File: config.mk
export PLATFORM = sky130hd
export DESIGN_NAME = aib_prbs_popcnt
export DESIGN_NICKNAME = d
export VERILOG_FILES = /design/src/rtl/aib_prbs_popcnt.sv
export SDC_FILE = /design/constraint.sdc
export NUM_CORES = 1
export LEC_CHECK = 0
export ABC_AREA = 1
export CAP_MARGIN = 0
export CELL_PAD_IN_SITES_DETAIL_PLACEMENT = 0
export CELL_PAD_IN_SITES_GLOBAL_PLACEMENT = 1
export CORE_MARGIN = 3
export CORE_UTILIZATION = 28
export DETAILED_ROUTE_END_ITERATION = 8
export PLACE_DENSITY_LB_ADDON = 0.1
export SYNTH_ARGS = -nofsm -noshare
export SYNTH_HDL_FRONTEND = slang
export SYNTH_SLANG_ARGS = --single-unit
File: constraint.sdc
create_clock -name vclk -period 7.2
set_input_delay 1.44 -clock vclk [all_inputs]
set_output_delay 1.44 -clock vclk [all_outputs]
set_load 0.005 [all_outputs]
File: src/rtl/aib_prbs_popcnt.sv
// Population count of a DATA_W-bit vector, optionally registered.
module aib_prbs_popcnt #(
  parameter int unsigned DATA_W = 40,
  parameter bit          PIPE   = 1'b0,
  parameter int unsigned PC_W   = $clog2(DATA_W + 1)
) (
  input  logic              clk,
  input  logic              rst_n,
  input  logic [DATA_W-1:0] bits,
  output logic [PC_W-1:0]   pop_c
);

  logic [PC_W-1:0] sum;

  // Bit sum; synthesis balances it into an adder tree
  always_comb begin
    sum = '0;
    for (int unsigned i = 0; i < DATA_W; i++) begin
      sum = sum + PC_W'(bits[i]);
    end
  end

  if (PIPE) begin : g_pipe
    logic [PC_W-1:0] sum_q;
    // Optional pipeline stage on the count
    always_ff @(posedge clk or negedge rst_n) begin
      if (!rst_n) sum_q <= '0;
      else        sum_q <= sum;
    end
    assign pop_c = sum_q;
  end else begin : g_comb
    logic unused_clk;
    assign unused_clk = clk ^ rst_n;
    assign pop_c      = sum;
  end

endmodule

# Word-level counts from Yosys, hierarchy flattened
# Index checks and enable logic that the tools add are counted.
[totals]
regBits = 0
in_bits = 42
wordCells = 39
[op_classes]
add_sub_neg = 39
[op_table]
columns = ["cell", "count"]
rows = [
  ["6-bit by 1-bit adder with 6-bit output", 34],
  ["5-bit by 1-bit adder with 6-bit output", 1],
  ["4-bit by 1-bit adder with 5-bit output", 1],
  ["3-bit by 1-bit adder with 4-bit output", 1],
  ["2-bit by 1-bit adder with 3-bit output", 1],
  ["1-bit by 1-bit adder with 2-bit output", 1],
]

# Logic depth before layout (Yosys ltp)
[depth]
depth_word = 39
mapped_depth = 20
ltp_nobuf = 20

# Worst setup path after synthesis
# OpenSTA, ideal clock, no wires.
[synth_timing]
path_kind = "input to output"
from = "input bits[0]"
to = "output pop_c[4]"
arrival_ns = 5.861
required_ns = 5.760
setup_slack_ns = -0.101
stages = 20
cell_sequence = "inv_1 > fa_1 > inv_1 > fa_1 > fa_1 > fa_1 > fa_1 > inv_1 > fa_1 > fa_1 > inv_1 > ha_1 > inv_1 > fa_1 > inv_1 > nand2_1 > nand2_1 > nand2_1 > nand2_1 > nand2_1"
[synth_between]
elab_chain_len = 39
[synth_lines]
columns = ["element", "line", "source"]
rows = [
  ["start, declared", "9", "input logic [DATA_W-1:0] bits,"],
  ["1-bit by 1-bit adder with 2-bit output", "19", "sum = sum + PC_W'(bits[i]);"],
  ["2-bit by 1-bit adder with 3-bit output", "19", ""],
  ["3-bit by 1-bit adder with 4-bit output", "19", ""],
  ["4-bit by 1-bit adder with 5-bit output", "19", ""],
  ["5-bit by 1-bit adder with 6-bit output", "19", ""],
  ["6-bit by 1-bit adder with 6-bit output (34 in series)", "19", ""],
  ["end, declared", "10", "output logic [PC_W-1:0] pop_c"],
]
# No other way between the ends.

# Final worst setup path
[layout_timing]
from = "input bits[3]"
to = "output pop_c[4]"
[layout_between]
elab_chain_len = 37
[layout_lines]
columns = ["element", "line"]
rows = [
  ["3-bit by 1-bit adder with 4-bit output", "19"],
  ["4-bit by 1-bit adder with 5-bit output", "19"],
  ["5-bit by 1-bit adder with 6-bit output", "19"],
  ["6-bit by 1-bit adder with 6-bit output (34 in series)", "19"],
]
# No other way between the ends.

==> reports/metrics.csv <==
metric;value;unit
ys_types;10;
syn_nets;184;
arrival;6.10;ns
fin_crit_sh;105;%
initial_core_util;30.9;%
antenna_found_initial;0;
cp_common_cell;fa_1;
place_hpwl;1760;um
pin_count;48;
seq_area_frac_synth;0;%
path_max_fanout;2;
worstHoldPathType;primary input to output pin;
grt_pass1_vias;739;
die-area;4290;um^2
cap_viol_max_count;0;
yosys_warnings;0;
antenna_cells;0;
drtIter0Drc;2;
placed_cell_area;1530;um^2
setup_viol;5;
overflow;0;
synth.avg_cell_area;9.91;um^2
die_h;65.5;um
clkbuf_count;0;
tightest_slew;0.187;ns
core-area;3200;um^2
final.setup.worst_slack;-0.344;ns
cp_slowest_cell;fa_1;
netlist_area;991;um^2
critPathLaunchType;primary input;
final_area;1520;um^2
routedWlPerCell;9.21;um
seq_cell_count;0;
grtUsageTotal;8.57;%
port_buffers;46;
place.gp.congestion;0.671;
fmax;133;MHz
cts_hold_buf;0;
dr.pass1.iters;3;
drc_errors;0;
critPathKind;primary input to output pin;
crit_required;5.76;ns
netlist_instances;100;
end_kind;output pin;
ant_nets;0;
placement_rows;20;
slew_viol_final;0;
path_cells;buf_6 > inv_2 > fa_1 > inv_2 > fa_1 > fa_1 > fa_2 > fa_1 > inv_1 > fa_1 > fa_1 > inv_2 > ha_4 > inv_2 > fa_2 > inv_1 > nand2_1 > nand2_2 > nand2_1 > nand2_1 > nand2_1 > buf_2;
area_delta_synth_final;53.4;%
crit_family;adder cells;
grt_pass1_wl;3060;um
status;finished with violations;
grt_max_degree;5;
cpPeakStageDelay;0.57;ns
violations;setup timing;
finalCriticalPeriod;7.54;ns
fin_util;47.5;%
hold_viol;0;
drive_above_1_share;24.7;%
viasPerCell;3.89;
rsz0062_at_grt;true;
num_vias;754;
dp.cells;193;
final_nets;236;
wl;1790;um
worst-path-buf-inv;8;
slew_headroom;87.5;%
regArea;0;um^2
final_cells;194;
fill_cells;343;
die_w;65.5;um
## placed cells by master, fill, tap and decap left out, types with 3 or more instances in the layout
cell type / instances
fa_2: 4
clkbuf_2: 5
fa_1: 27
nand2_1: 10
clkdlybuf4s15_1: 7
ha_1: 10
inv_1: 30
inv_2: 9
buf_4: 3
buf_2: 8
clkdlybuf4s50_1: 22
buf_6: 4
## path summary, 6_finish.rpt
kind | cells after the start | from | slack (ns) | endpoint
worst max-delay path | 22 | bits[3] | -0.34 | pop_c[4]
worst min-delay path | 3 | bits[2] | 3.72 | pop_c[0]
## Yosys cell counts
master	n	share of area, %
a21oi_1	1	0.50
fa_1	31	63
ha_1	11	14
inv_1	39	15
nand2_1	11	4.2
nand3_1	3	1.5
nand4_1	1	0.63
nor2_1	1	0.38
or2_1	1	0.63
xnor2_1	1	0.88
## per-stage QoR
| stage | hold slack [ns] | worst slack [ns] | TNS, ns |
|---|---|---|---|
| global placement | 3.96 | -1.21 | -6.07 |
| finish | 3.72 | -0.344 | -1.06 |
| floorplan | 3.00 | -0.101 | -0.101 |
| detailed placement | 3.97 | -1.20 | -6.17 |
| CTS | 3.75 | -0.500 | -1.92 |
| global route | 3.75 | -0.551 | -1.99 |
## logic make-up (layout without fill, tap and decap cells)
group | count (synthesis) | after routing | synth area share, %
XOR/XNOR | 1 | 1 | 0.884
adder cells (fa/ha/maj) | 42 | 42 | 76.5
AND/OR/NAND/NOR | 17 | 17 | 7.32
buffers and inverters | 39 | 89 | 14.8
AO/OA/AOI/OAI | 1 | 1 | 0.505
## routing by layer
metal	wire [um]	track usage, %	vias to the layer above
li1	-	-	379
met1	802	13.0	349
met2	824	13.7	26
met3	160	1.37	0
met4	0	0	0
met5	0	0	-
## layout make-up
cell class / instances / area [um^2] / area share [%]
Multi-Input combinational cell: 61 / 887 / 58.4
Timing Repair Buffer: 50 / 432 / 28.4
Inverter: 39 / 146 / 9.63
Tap cell: 44 / 55.1 / 3.62
## repair_timing
| item | CTS | global route |
|---|---|---|
| setup buffers | 3 | 0 |
| setup endpoints to repair | 6 | 6 |
| gates resized for setup | 70 | 25 |
| pin swaps | 27 | 19 |
Power is not shown: default switching activity piles up to over one toggle a cycle in this logic, so the estimate is an artifact.
